===== src/rtl/pipe_ctrl_if.sv =====
// Handshake/status bundle between the pipeline controller and the core stages.
interface pipe_ctrl_if #(
    parameter int unsigned STALL_W = 6,
    parameter int unsigned CNT_W   = 6,
    parameter int unsigned PERF_W  = 32
);
    logic               stallreq_id;
    logic               ex_mc_start;
    logic [CNT_W-1:0]   ex_mc_cycles;
    logic               excep_valid;
    logic [31:0]        excep_pc;
    logic [STALL_W-1:0] stall;
    logic               flush;
    logic [31:0]        new_pc;
    logic               ex_mc_busy;
    logic               ex_mc_done;
    logic [PERF_W-1:0]  stall_cycles;

    // Core side: raises requests, consumes stall/flush.
    modport master (
        output stallreq_id, ex_mc_start, ex_mc_cycles, excep_valid, excep_pc,
        input  stall, flush, new_pc, ex_mc_busy, ex_mc_done, stall_cycles
    );

    // Controller side.
    modport slave (
        input  stallreq_id, ex_mc_start, ex_mc_cycles, excep_valid, excep_pc,
        output stall, flush, new_pc, ex_mc_busy, ex_mc_done, stall_cycles
    );
endinterface


===== src/rtl/pipe_ctrl.sv =====
// Pipeline controller: stall vector, multi-cycle EX sequencing, exception flush,
// saturating stall-cycle counter.
module pipe_ctrl #(
    parameter int unsigned STALL_W = 6,
    parameter int unsigned CNT_W   = 6,
    parameter int unsigned PERF_W  = 32
) (
    input  logic        clk,
    input  logic        rst,
    pipe_ctrl_if.slave  bus
);
    // EX hold covers PC..EX; load-use hold covers PC..ID.
    localparam logic [STALL_W-1:0] STALL_EX = STALL_W'(6'b001111);
    localparam logic [STALL_W-1:0] STALL_ID = STALL_W'(6'b000111);

    typedef enum logic [1:0] {IDLE, BUSY, DONE} state_t;

    state_t             state_q, state_d;
    logic [CNT_W-1:0]   cnt_q, cnt_d;
    logic [PERF_W-1:0]  perf_q;
    logic               stall_ex;
    logic [STALL_W-1:0] stall_c;

    // State and down-counter registers.
    always_ff @(posedge clk or negedge rst) begin
        if (!rst) begin
            state_q <= IDLE;
            cnt_q   <= '0;
        end else begin
            state_q <= state_d;
            cnt_q   <= cnt_d;
        end
    end

    // Next-state logic; an exception aborts any op in progress.
    always_comb begin
        state_d  = state_q;
        cnt_d    = cnt_q;
        stall_ex = 1'b0;
        if (bus.excep_valid) begin
            state_d = IDLE;
            cnt_d   = '0;
        end else begin
            case (state_q)
                IDLE: begin
                    if (bus.ex_mc_start && (bus.ex_mc_cycles != '0)) begin
                        stall_ex = 1'b1;
                        cnt_d    = bus.ex_mc_cycles;
                        state_d  = BUSY;
                    end
                end
                BUSY: begin
                    stall_ex = 1'b1;
                    cnt_d    = cnt_q - CNT_W'(1);
                    if (cnt_q == CNT_W'(1)) begin
                        state_d = DONE;
                    end
                end
                DONE: begin
                    state_d = IDLE;
                end
                default: begin
                    state_d = IDLE;
                    cnt_d   = '0;
                end
            endcase
        end
    end

    // Stall/flush outputs by priority: exception > EX multi-cycle > load-use.
    always_comb begin
        stall_c        = '0;
        bus.flush      = 1'b0;
        bus.new_pc     = '0;
        if (rst) begin
            if (bus.excep_valid) begin
                bus.flush  = 1'b1;
                bus.new_pc = bus.excep_pc;
            end else if (stall_ex) begin
                stall_c = STALL_EX;
            end else if (bus.stallreq_id) begin
                stall_c = STALL_ID;
            end
        end
        bus.stall      = stall_c;
        bus.ex_mc_busy = (state_q == BUSY);
        bus.ex_mc_done = (state_q == DONE);
    end

    // Saturating count of cycles with the PC held.
    always_ff @(posedge clk or negedge rst) begin
        if (!rst) begin
            perf_q <= '0;
        end else if (stall_c[0] && (perf_q != '1)) begin
            perf_q <= perf_q + PERF_W'(1);
        end
    end

    assign bus.stall_cycles = perf_q;
endmodule


===== src/flat_wrapper.sv =====
// flat-port wrapper written by rule: the top's interface ports become plain ports
module pipe_ctrl_flat 
#(
    parameter int unsigned STALL_W = 6,
    parameter int unsigned CNT_W   = 6,
    parameter int unsigned PERF_W  = 32
)
  (clk, rst, bus_stallreq_id, bus_ex_mc_start, bus_ex_mc_cycles, bus_excep_valid, bus_excep_pc, bus_stall, bus_flush, bus_new_pc, bus_ex_mc_busy, bus_ex_mc_done, bus_stall_cycles);
  pipe_ctrl_if #(.STALL_W(STALL_W), .CNT_W(CNT_W), .PERF_W(PERF_W)) bus_i ();
  input  logic clk;
  input  logic rst;
  input wire logic [$bits(bus_i.stallreq_id)-1:0] bus_stallreq_id;
  input wire logic [$bits(bus_i.ex_mc_start)-1:0] bus_ex_mc_start;
  input wire logic [$bits(bus_i.ex_mc_cycles)-1:0] bus_ex_mc_cycles;
  input wire logic [$bits(bus_i.excep_valid)-1:0] bus_excep_valid;
  input wire logic [$bits(bus_i.excep_pc)-1:0] bus_excep_pc;
  output wire logic [$bits(bus_i.stall)-1:0] bus_stall;
  output wire logic [$bits(bus_i.flush)-1:0] bus_flush;
  output wire logic [$bits(bus_i.new_pc)-1:0] bus_new_pc;
  output wire logic [$bits(bus_i.ex_mc_busy)-1:0] bus_ex_mc_busy;
  output wire logic [$bits(bus_i.ex_mc_done)-1:0] bus_ex_mc_done;
  output wire logic [$bits(bus_i.stall_cycles)-1:0] bus_stall_cycles;
  assign bus_i.stallreq_id = bus_stallreq_id;
  assign bus_i.ex_mc_start = bus_ex_mc_start;
  assign bus_i.ex_mc_cycles = bus_ex_mc_cycles;
  assign bus_i.excep_valid = bus_excep_valid;
  assign bus_i.excep_pc = bus_excep_pc;
  assign bus_stall = bus_i.stall;
  assign bus_flush = bus_i.flush;
  assign bus_new_pc = bus_i.new_pc;
  assign bus_ex_mc_busy = bus_i.ex_mc_busy;
  assign bus_ex_mc_done = bus_i.ex_mc_done;
  assign bus_stall_cycles = bus_i.stall_cycles;
  pipe_ctrl #(.STALL_W(STALL_W), .CNT_W(CNT_W), .PERF_W(PERF_W)) u_core (.clk(clk), .rst(rst), .bus(bus_i));
endmodule

===== config.mk =====
export PLATFORM = sky130hd
export DESIGN_NAME = pipe_ctrl_flat
export DESIGN_NICKNAME = d
export VERILOG_FILES = /design/src/rtl/pipe_ctrl_if.sv /design/src/rtl/pipe_ctrl.sv /design/src/flat_wrapper.sv
export SDC_FILE = /design/constraint.sdc
export NUM_CORES = 1
export LEC_CHECK = 0
export CAP_MARGIN = 0
export CORE_MARGIN = 2
export CORE_UTILIZATION = 45
export CTS_CLUSTER_DIAMETER = 120
export DETAILED_ROUTE_END_ITERATION = 7
export HOLD_SLACK_MARGIN = 0.12
export PLACE_DENSITY = 0.87
export SETUP_SLACK_MARGIN = 0.1
export SLEW_MARGIN = 20
export SYNTH_ARGS = -nofsm -noshare
export SYNTH_HDL_FRONTEND = slang
export SYNTH_SLANG_ARGS = --single-unit
export TNS_END_PERCENT = 1

===== constraint.sdc =====
create_clock -name clk -period 5.4 [get_ports clk]
set_input_delay 1.35 -clock clk [delete_from_list [all_inputs] [get_ports clk]]
set_output_delay 1.35 -clock clk [all_outputs]
set_load 0.01 [all_outputs]

==> flow_summary.toml <==
[status]
status = "finished, final reports clean"

[layout]
num_antenna_cells = 0
fin_util_pct = 72.21
drive_above_1_share_pct = 6.887
multi_input_area_um2 = 1353
fillers = 378
area.sequential_um2 = 1001
area_growth_syn_to_layout_pct = 52.30
layout.nets = 408

[die]
chipWidth_um = 77.82
start_util_pct = 47.41
die_h_um = 77.82
die-area_um2 = 6056
rows = 26
core_um2 = 5172
io_pins = 116

[power]
switchingPower_uw = 230.2
ir_worst_vdd_mv = 0.1863
powerDensity_nw_per_um2 = 224.9
pwr-share-seq_pct = 43.2
leakage_uw = 0.001585
swShare_pct = 27.42
p_int_uw = 609.6
clkPwrFrac_pct = 31.8
p_comb_share_pct = 25.0

[logic_synthesis]
ys_warn_count = 0
yosysUniqueCellTypes = 44
synth_most_common_cell = "dfrtp_1"
avgSynthCellArea_um2 = 9.693
seq_area_frac_synth_pct = 40.82
synthTopCellsByCount = "dfrtp_1 (40), and3_1 (39), xnor2_1 (26)"
yosys.area.top_type = "dfrtp_1"
syn_area_um2 = 2452
async_flop_share_pct = 100.0
synth_flop_cell = "dfrtp_1"
yosysTopAreaCellShare_pct = 40.82
synth_seq_cells = 40
synth_cells = 253
synth_edf_count = 0
post_synth_main_area_contributors = "dfrtp_1 (41%), and3_1 (9.9%), xnor2_1 (9.3%)"

[sta]
worst_slew_pin_slew_ps = 726.6
max_freq_mhz = 208.1
hold_viol = 0
setup_viol = 0
rsz0062_at_grt = "false"
slew_violations = 0
max_slew_margin_pct = 51.56
fin_skew_ps = 6.753
post-route-period-util_pct = 89.00
period_needed_ps = 4806
setup_tns_ps = 0

[clock_network]
ctsLongestPathBuffers = 2
cts_sinks = 40
post_cts_resized = 0
cts_setup_buffers = 0
cts_made_buffers = 5
insertion_delay_ps = 300
cts-root-buf = "clkbuf_8"
cts_tree = "built"
htree_levels = 2
cts.hold.buffers_added = 0
cts.clk_slew.worst_paths_ps = 80

[grt]
antenna_found_initial = 0
grt_usage_pct = 22.79
grt_max_degree = 74
grt_pass1_vias = 2319
grt_pass1_wl_um = 11070
grt_overflow = 0

[place]
hpwl_um = 4983
port_buffers = 113
place_congestion = 0.8314

[hold_path]
hold_end = "u_core.bus.stall_cycles[27]"
worstHoldPathType = "reg2reg"
min_from = "u_core.bus.stall_cycles[27]"
worstHoldPathCells = 1

[drt]
drt_first_iter_violations = 158
antenna_left = 0
drc = 0
routedWlPerCell_um = 15.88
dr_total_vias = 2331
drt-total-wl_um = 6876
viasPerCell = 5.383
dr.pass1.iters = 4

[critical_path]
r2r.worst_path.cells = 6
worstSetupStartpointType = "primary input"
worstSetupPathType = "in2out"
arrival_ps = 3460
regToRegEndpoint = "u_core.bus.stall_cycles[30]"
critPathCaptureType = "output port"
r2r_slack_ps = 3240
critPathMaxFanout = 4
required_ps = 4050
worstReg2RegStart = "u_core.state_q[0]"

[run]
drv_cap = 0
[cells by family (layout without fill, tap and decap cells)]
kind of cell | count (synthesis) | count (layout) | share of synthesized area [%]
compound gates | 17 | 17 | 7.602
buf+inv | 21 | 130 | 4.184
flops | 40 | 40 | 40.82
simple gates | 133 | 133 | 31.89
fa+ha+maj | 3 | 3 | 1.531
mux | 3 | 3 | 1.326
other cells | 1 | 2 | 0.1529
xor+xnor | 35 | 35 | 12.50
[cell usage in the layout, fill, tap and decap left out, types with 2 or more instances in the layout]
cell type          n
nor4_1             3
clkbuf_8           7
nand2_1           16
dfrtp_1           40
nand4_1           15
nand2b_1           2
and4_1             3
nor3_1             7
a21oi_1            2
or4_4              2
inv_1              7
a32o_1             3
nor2b_1            4
conb_1             2
ha_1               3
xnor2_1           26
and3_1            39
nand3_1           15
nor2_1            18
a211oi_1           3
clkdlybuf4s50_1  112
buf_4              2
xor2_1             9
mux2_2             2
[final cells by class]
class / instances / area share [%]
clock buffer: 7 / 2.580
clock inverter: 1 / 0.8040
inverter: 7 / 0.7035
multi-input combinational: 193 / 36.21
sequential: 40 / 26.80
tap: 70 / 2.345
timing repair buffer: 115 / 30.55
[state kept, by name (all words and copies together), names as in the netlist]
| signal | flops |
|---|---|
| u_core.cnt_q | 6 |
| u_core.bus.stall_cycles | 32 |
| u_core.state_q | 2 |
[power groups by stage]
stage | clock network, uW | logic, uW | registers [uW]
detailed placement | 0 | 208 | 368
floorplan | 0 | 89.9 | 368
finish | 267 | 210 | 363
global placement | 0 | 203 | 366
CTS | 271 | 211 | 363
global route | 284 | 226 | 367
[through the flow]
stage	cell area [um2]	instances	hold slack, ps	power, uW	worst slack [ps]
after CTS	3735	433	504.0	844.3	596.0
final	3735	433	492.7	839.8	593.8
after detailed placement	3608	425	493.3	575.6	615.9
after global placement	3608	425	486.5	569.7	646.3
after floorplan	2456	254	503.5	457.5	1523
after global routing	3735	433	549.7	877.6	491.9
[critical path, cell delays in order]
cell,delay (ps)
clkdlybuf4s50_1,430
or4_4,590
o31ai_4,260
inv_1,60
o21ai_0,210
nor2_1,60
clkdlybuf4s50_1,480
[layer usage]
| layer | vias to the layer above | wire length, um | global-route usage [%] |
|---|---|---|---|
| met3 | 15 | 386 | 5.465 |
| met2 | 78 | 3349 | 36.55 |
| met5 | - | 0 | 0 |
| met1 | 1114 | 2986 | 29.56 |
| met4 | 0 | 154 | 9.107 |
| li1 | 1124 | - | - |
[how the worst max path moves through the flow]
stage	startpoint	to	slack (ps)	depth (start not counted)
finish	bus_ex_mc_cycles[4]	bus_stall[3]	590	7
CTS	bus_ex_mc_cycles[4]	bus_stall[3]	600	7
global route	bus_ex_mc_cycles[4]	bus_stall[3]	490	7
global placement	bus_ex_mc_cycles[4]	bus_stall[3]	650	7
detailed placement	bus_ex_mc_cycles[4]	bus_stall[3]	620	7
floorplan	bus_ex_mc_cycles[4]	bus_stall[1]	1520	4
Note: power is estimated with default switching activity, not from simulation.
